<file path="src/rtl/spi_pkg.sv">
// rtl/spi_pkg.sv - shared types, constants and round-robin search for the SPI burst arbiter
package spi_pkg;

  localparam int BYTE_W       = 8;
  localparam int GUARD_CYCLES = 1;

  typedef enum logic [1:0] {
    IDLE,
    SELECT,
    SHIFT,
    GUARD
  } state_t;

  // First set bit of reqs[n-1:0] at or after ptr, wrapping; 0 when nothing is set.
  function automatic logic [2:0] rr_first(input logic [7:0] reqs, input logic [2:0] ptr,
                                          input int unsigned n);
    logic [2:0]  w;
    logic        found;
    int unsigned k;
    w     = '0;
    found = 1'b0;
    for (int unsigned i = 0; i < 8; i++) begin
      k = (32'(ptr) + i) % n;
      if (i < n && !found && reqs[k[2:0]]) begin
        w     = k[2:0];
        found = 1'b1;
      end
    end
    return w;
  endfunction

endpackage

</file>
<file path="src/rtl/spi_byte_engine.sv">
// rtl/spi_byte_engine.sv - byte shift register, bit counter, mosi drive and miso capture
// Bit order is LSB first unless SPI_MSB_FIRST_EN is defined.
module spi_byte_engine
  import spi_pkg::*;
(
  input  logic              sclk,
  input  logic              rst_n,
  input  logic              load,
  input  logic              shift_en,
  input  logic              clr,
  input  logic [BYTE_W-1:0] load_data,
  input  logic              miso,
  output logic              at_bit7,
  output logic              mosi,
  output logic [BYTE_W-1:0] rx_data,
  output logic              byte_done
);

  logic [BYTE_W-1:0] shreg;
  logic [BYTE_W-1:0] rx_sh;
  logic [BYTE_W-1:0] rx_next;
  logic [2:0]        bit_cnt;
  logic [2:0]        cap_bit;
  logic              cap_en;

  function automatic logic [2:0] bit_idx(input logic [2:0] b);
`ifdef SPI_MSB_FIRST_EN
    return 3'd7 - b;
`else
    return b;
`endif
  endfunction

  assign at_bit7 = (bit_cnt == 3'd7);

  // miso for a bit is sampled one edge after that bit is launched on mosi.
  always_comb begin
    rx_next                   = rx_sh;
    rx_next[bit_idx(cap_bit)] = miso;
  end

  always_ff @(posedge sclk) begin
    if (!rst_n) begin
      shreg     <= '0;
      rx_sh     <= '0;
      rx_data   <= '0;
      bit_cnt   <= '0;
      cap_bit   <= '0;
      cap_en    <= 1'b0;
      mosi      <= 1'b0;
      byte_done <= 1'b0;
    end else begin
      cap_en    <= shift_en;
      cap_bit   <= bit_cnt;
      byte_done <= 1'b0;
      if (cap_en) begin
        rx_sh <= rx_next;
        if (cap_bit == 3'd7) begin
          rx_data   <= rx_next;
          byte_done <= 1'b1;
        end
      end
      if (shift_en) begin
        mosi    <= shreg[bit_idx(bit_cnt)];
        bit_cnt <= bit_cnt + 3'd1;
      end
      if (load) begin
        shreg   <= load_data;
        bit_cnt <= '0;
      end
      if (clr) begin
        mosi <= 1'b0;
      end
    end
  end

endmodule

</file>
<file path="src/rtl/spi_burst_arbiter.sv">
// rtl/spi_burst_arbiter.sv - round-robin arbiter running multi-byte SPI bursts for NUM_REQ requesters
// Shift order selected by SPI_MSB_FIRST_EN inside spi_byte_engine.
module spi_burst_arbiter
  import spi_pkg::*;
#(
  parameter int NUM_REQ = 4,
  parameter int MAX_LEN = 8,
  parameter int LEN_W   = $clog2(MAX_LEN + 1)
) (
  input  logic                     sclk,
  input  logic                     rst_n,
  input  logic [NUM_REQ-1:0]       req,
  input  logic [NUM_REQ*LEN_W-1:0] req_len,
  input  logic [NUM_REQ*8-1:0]     tx_data,
  output logic [NUM_REQ-1:0]       tx_ready,
  output logic [7:0]               rx_data,
  output logic [NUM_REQ-1:0]       rx_valid,
  output logic [NUM_REQ-1:0]       grant,
  output logic                     busy,
  output logic [NUM_REQ-1:0]       ss_n,
  output logic                     mosi,
  input  logic                     miso
);

  state_t             state;
  state_t             state_next;
  logic [7:0]         req_pad;
  logic [2:0]         win;
  logic [2:0]         owner;
  logic [2:0]         rr_ptr;
  logic [NUM_REQ-1:0] win_oh;
  logic [NUM_REQ-1:0] owner_oh;
  logic [LEN_W-1:0]   win_len;
  logic [LEN_W-1:0]   len_clamp;
  logic [LEN_W-1:0]   len_left;
  logic [1:0]         guard_cnt;
  logic [BYTE_W-1:0]  tx_byte;
  logic               load;
  logic               shift_en;
  logic               clr;
  logic               at_bit7;
  logic               byte_done;

  always_comb begin
    req_pad              = '0;
    req_pad[NUM_REQ-1:0] = req;
  end

  assign win      = rr_first(req_pad, rr_ptr, NUM_REQ);
  assign win_oh   = NUM_REQ'(1) << win;
  assign owner_oh = NUM_REQ'(1) << owner;
  assign win_len  = req_len[win*LEN_W +: LEN_W];
  assign tx_byte  = tx_data[owner*BYTE_W +: BYTE_W];
  assign rx_valid = byte_done ? owner_oh : '0;

  always_comb begin
    len_clamp = win_len;
    if (win_len == '0) begin
      len_clamp = LEN_W'(1);
    end else if (win_len > LEN_W'(MAX_LEN)) begin
      len_clamp = LEN_W'(MAX_LEN);
    end
  end

  always_ff @(posedge sclk) begin
    if (!rst_n) begin
      state <= IDLE;
    end else begin
      state <= state_next;
    end
  end

  always_comb begin
    state_next = state;
    load       = 1'b0;
    shift_en   = 1'b0;
    clr        = 1'b0;
    case (state)
      IDLE: begin
        if (req != '0) state_next = SELECT;
      end
      SELECT: begin
        load       = 1'b1;
        state_next = SHIFT;
      end
      SHIFT: begin
        shift_en = 1'b1;
        if (at_bit7) begin
          if (len_left != '0) load = 1'b1;
          else state_next = GUARD;
        end
      end
      GUARD: begin
        clr = 1'b1;
        if (guard_cnt == 2'(GUARD_CYCLES - 1)) state_next = IDLE;
      end
      default: state_next = IDLE;
    endcase
  end

  // len_left counts bytes not yet loaded into the shift register.
  always_ff @(posedge sclk) begin
    if (!rst_n) begin
      grant     <= '0;
      busy      <= 1'b0;
      ss_n      <= '1;
      tx_ready  <= '0;
      owner     <= '0;
      rr_ptr    <= '0;
      len_left  <= '0;
      guard_cnt <= '0;
    end else begin
      tx_ready <= '0;
      case (state)
        IDLE: begin
          if (req != '0) begin
            grant    <= win_oh;
            busy     <= 1'b1;
            owner    <= win;
            len_left <= len_clamp;
          end
        end
        SELECT: begin
          ss_n     <= ~owner_oh;
          tx_ready <= owner_oh;
          len_left <= len_left - LEN_W'(1);
        end
        SHIFT: begin
          if (at_bit7 && len_left != '0) begin
            tx_ready <= owner_oh;
            len_left <= len_left - LEN_W'(1);
          end
        end
        GUARD: begin
          guard_cnt <= guard_cnt + 2'd1;
          if (state_next == IDLE) begin
            ss_n      <= '1;
            grant     <= '0;
            busy      <= 1'b0;
            guard_cnt <= '0;
            rr_ptr    <= (owner == 3'(NUM_REQ - 1)) ? 3'd0 : owner + 3'd1;
          end
        end
        default: ;
      endcase
    end
  end

  spi_byte_engine u_engine (
    .sclk      (sclk),
    .rst_n     (rst_n),
    .load      (load),
    .shift_en  (shift_en),
    .clr       (clr),
    .load_data (tx_byte),
    .miso      (miso),
    .at_bit7   (at_bit7),
    .mosi      (mosi),
    .rx_data   (rx_data),
    .byte_done (byte_done)
  );

endmodule

</file>
<file path="config.mk">
export PLATFORM = sky130hd
export DESIGN_NAME = spi_burst_arbiter
export DESIGN_NICKNAME = d
export VERILOG_FILES = /design/src/rtl/spi_pkg.sv /design/src/rtl/spi_byte_engine.sv /design/src/rtl/spi_burst_arbiter.sv
export SDC_FILE = /design/constraint.sdc
export NUM_CORES = 1
export LEC_CHECK = 0
export CAP_MARGIN = 20
export CORE_MARGIN = 2
export CORE_UTILIZATION = 45
export CTS_CLUSTER_SIZE = 16
export DETAILED_ROUTE_END_ITERATION = 8
export PLACE_DENSITY_LB_ADDON = 0.3
export SYNTH_ARGS = -nofsm -noshare
export SYNTH_HDL_FRONTEND = slang
export SYNTH_SLANG_ARGS = --single-unit
</file>
<file path="constraint.sdc">
create_clock -name sclk -period 2.9 [get_ports sclk]
set_input_delay 0.29 -clock sclk [delete_from_list [all_inputs] [get_ports sclk]]
set_output_delay 0.29 -clock sclk [all_outputs]
set_load 0.02 [all_outputs]
</file>
==> impl_metrics.yaml <==
timing:
  hold_viol: 0
  setup_viol: 0
  min_period_ns: 2.49
  finalCritPeriodShare_pct: 85.9
  fin_skew_ns: 0.00539
  fmax_mhz: 401
  worst_pin_slew_ns: 0.674
  grt_setup_unrepaired: "false"
  setup_tns_ns: 0
  slew_headroom_pct: 55.0
  slew_viol_final: 0
die:
  io-pin-count: 81
  chipWidth_um: 83.9
  dieArea_mm2: 0.00703
  start_util_pct: 46.0
  core-area_mm2: 0.00624
  die_h_um: 83.9
  num_rows: 29
global_routing:
  grt_max_degree: 25
  antenna_found_initial: 0
  track_usage_pct: 19.5
  grt_overflow_total: 0
  grt_pass1_wl_um: 11000
  grt_pass1_vias: 2530
critical_path:
  arrival_ns: 2.20
  crit_chain: "inv_1, ha_1, and2_1, clkdlybuf4s50_1"
  crit_buf_inv: 2
  r2r_cells: 8
  max_stage_delay_ns: 0.75
  r2r_start: "state[0]"
  crit_fanout: 13
  slowest_stage: "dfxtp_1"
  end_kind: "primary output"
  rrSetupSlack_ns: 0.57
  required_ns: 2.61
  critPathTopFamily: "flip-flops"
  cp-start-kind: "register"
  crit_type: "register to primary output"
  r2r_end: "grant[3]"
yosys:
  synth_cell_types: 46
  synthesis.nets: 386
  ys_seq_area_share_pct: 39.8
  synth_ff_type: "dfxtp_1"
  synth_edf_count: 0
  ys_ff_latch: 57
  async_flop_share_pct: 0
  syn_area_mm2: 0.00287
  synth_top_area_share_pct: 39.8
  synth.avg_cell_area_um2: 9.00
  yosys.area.top_type: "dfxtp_1"
  synthTopCellsByArea: "dfxtp_1 40%, mux4_2 7.8%, mux2i_1 6.3%"
  synth_cells: 319
  yosys_warnings: 0
cells_and_area:
  num_antenna_cells: 0
  drive_above_1_share_pct: 9.02
  final_net_count: 462
  area_growth_syn_to_layout_pct: 35.6
cts:
  cts.clk_slew.worst_paths_ns: 0.06
  clock_sinks: 57
  htree_levels: 3
  ctsHoldBuffers: 0
  cts-root-buf: "clkbuf_8"
  ctsResizeCount: 0
  post-cts-setup-buffers: 0
  cts_buffers: 9
  clk_path_buf_depth: 2
  clk_latency_ns: 0.34
  cts_tree: "done"
power_and_ir_drop:
  vdd_drop_max_v: 0.000293
  p_seq_share_pct: 44.7
  p_per_area_mw_per_mm2: 498
  power_frac_comb_pct: 22.2
  power.switching_mw: 0.560
  internal_power_mw: 1.38
  pwr-share-clk_pct: 33.1
  total_power_mw: 1.94
  leakage_nw: 1.45
  p_sw_share_pct: 28.9
hold_path:
  min_path_type: "register to register"
  hp-start: "u_engine.rx_data[1]"
  whs_path_depth: 2
  hold_path_end: "u_engine.rx_data[1]"
placement:
  io_buffer_count: 80
  dpl.hpwl_um: 4980
  gp_congestion: 0.870
routing:
  wl_um: 6460
  vias: 2519
  via_per_inst: 5.29
  drtIter0Drc: 74
  wire_per_inst_um: 13.6
  route.detailed.drc: 0
  antenna_left: 0
  drt_pass1_iterations: 5
outcome:
  status: "finished clean"
run:
  cap_violations: 0
per-layer routing:
layer / routed length [µm] / global-route usage, % / vias up
met2: 3180 / 32.9 / 66
met5: 0 / 0 / -
li1: - / - / 1283
met3: 321 / 5.84 / 10
met1: 2870 / 22.8 / 1160
met4: 90 / 8.80 / 0
flip-flops by register name (all words and copies together), names as in the netlist, 3 cells and up:
| register | cells |
|---|---|
| grant | 4 |
| len_left | 4 |
| ss_n | 4 |
| tx_ready | 4 |
| u_engine.bit_cnt | 3 |
| u_engine.cap_bit | 3 |
| u_engine.rx_data | 8 |
| u_engine.rx_sh | 7 |
| u_engine.shreg | 8 |
power by group through the flow:
stage,registers [mW],clock network (mW),logic (mW)
2_1_floorplan,0.888,0,0.260
3_3_place_gp,0.882,0,0.421
3_5_place_dp,0.883,0,0.429
4_1_cts,0.866,0.665,0.431
5_1_grt,0.872,0.699,0.474
6_report,0.866,0.642,0.430
placed cells by master, fill, tap and decap left out, drive strengths merged, types with 6 or more instances in the layout:
cell type / instances
clkdlybuf4s50: 80
dfxtp: 57
nand2: 47
nor2: 33
a21oi: 30
mux2i: 18
inv: 12
ha: 12
mux4: 10
clkbuf: 10
and2: 9
o211ai: 8
and3: 7
nand2b: 6
metrics by stage:
step / worst slack, ns / hold WS (ns) / area [µm²] / instances / utilization, %
5_1_grt: 0.227 / 0.474 / 3890 / 476 / 62.3
2_1_floorplan: 0.821 / 0.431 / 2870 / 319 / -
6_report: 0.409 / 0.453 / 3890 / 476 / 62.3
3_5_place_dp: 0.387 / 0.446 / 3720 / 461 / 59.6
4_1_cts: 0.353 / 0.455 / 3890 / 476 / 62.3
3_3_place_gp: 0.461 / 0.443 / 3720 / 461 / 59.6
kinds of logic after synthesis:
family                   Yosys count  synth area share, %
XOR/XNOR                           1                0.305
multiplexers                      29                 14.6
AND/OR/NAND/NOR                  126                 21.1
adder cells (fa/ha/maj)           12                 5.23
buffers and inverters             30                 3.97
AO/OA/AOI/OAI                     64                 15.0
flip-flops                        57                 39.8
cell usage after synthesis, types with 2 or more instances:
| cell type | number |
|---|---|
| or3_1 | 2 |
| o21ai_0 | 2 |
| nor2b_1 | 4 |
| a21oi_1 | 30 |
| nand2_1 | 46 |
| nor2_1 | 32 |
| buf_1 | 2 |
| a211o_1 | 3 |
| dfxtp_1 | 57 |
| a22oi_1 | 3 |
| or4b_4 | 2 |
| mux2i_1 | 18 |
| a211oi_1 | 2 |
| o211ai_1 | 8 |
| nor3_1 | 5 |
| inv_1 | 12 |
| nand2b_1 | 6 |
| nor3b_1 | 4 |
| clkbuf_1 | 15 |
| nand3_1 | 5 |
| and2_1 | 9 |
| ha_1 | 12 |
| mux4_2 | 10 |
| o21a_1 | 2 |
| and3_1 | 7 |
worst reg2reg max path, stage by stage (launching register included):
cell	delay, ns
dfxtp_1	0.38
inv_1	0.08
ha_1	0.37
a211oi_1	0.30
a2bb2oi_1	0.35
nand3_1	0.22
a21o_1	0.27
a22oi_1	0.21
nor2_1	0.05
final cells by class:
class                           instances  area, µm²
Fill cell                             554       2350
Inverter                               12       45.0
Clock buffer                           10        138
Sequential cell                        57       1140
Multi-Input combinational cell        232       1620
Clock inverter                          5       32.5
Tap cell                               77       96.3
Timing Repair Buffer                   83        823
worst max-delay path by stage:
stage | startpoint | endpoint | slack (ns) | cells after the start
CTS | owner[0] | rx_valid[2] | 0.35 | 4
global route | owner[0] | rx_valid[2] | 0.23 | 4
global placement | req[1] | len_left[0] | 0.46 | 8
floorplan | state[0] | grant[2] | 0.82 | 9
finish | owner[0] | rx_valid[2] | 0.41 | 4
detailed placement | req[1] | len_left[0] | 0.39 | 8
(Power assumes the default switching activity.)
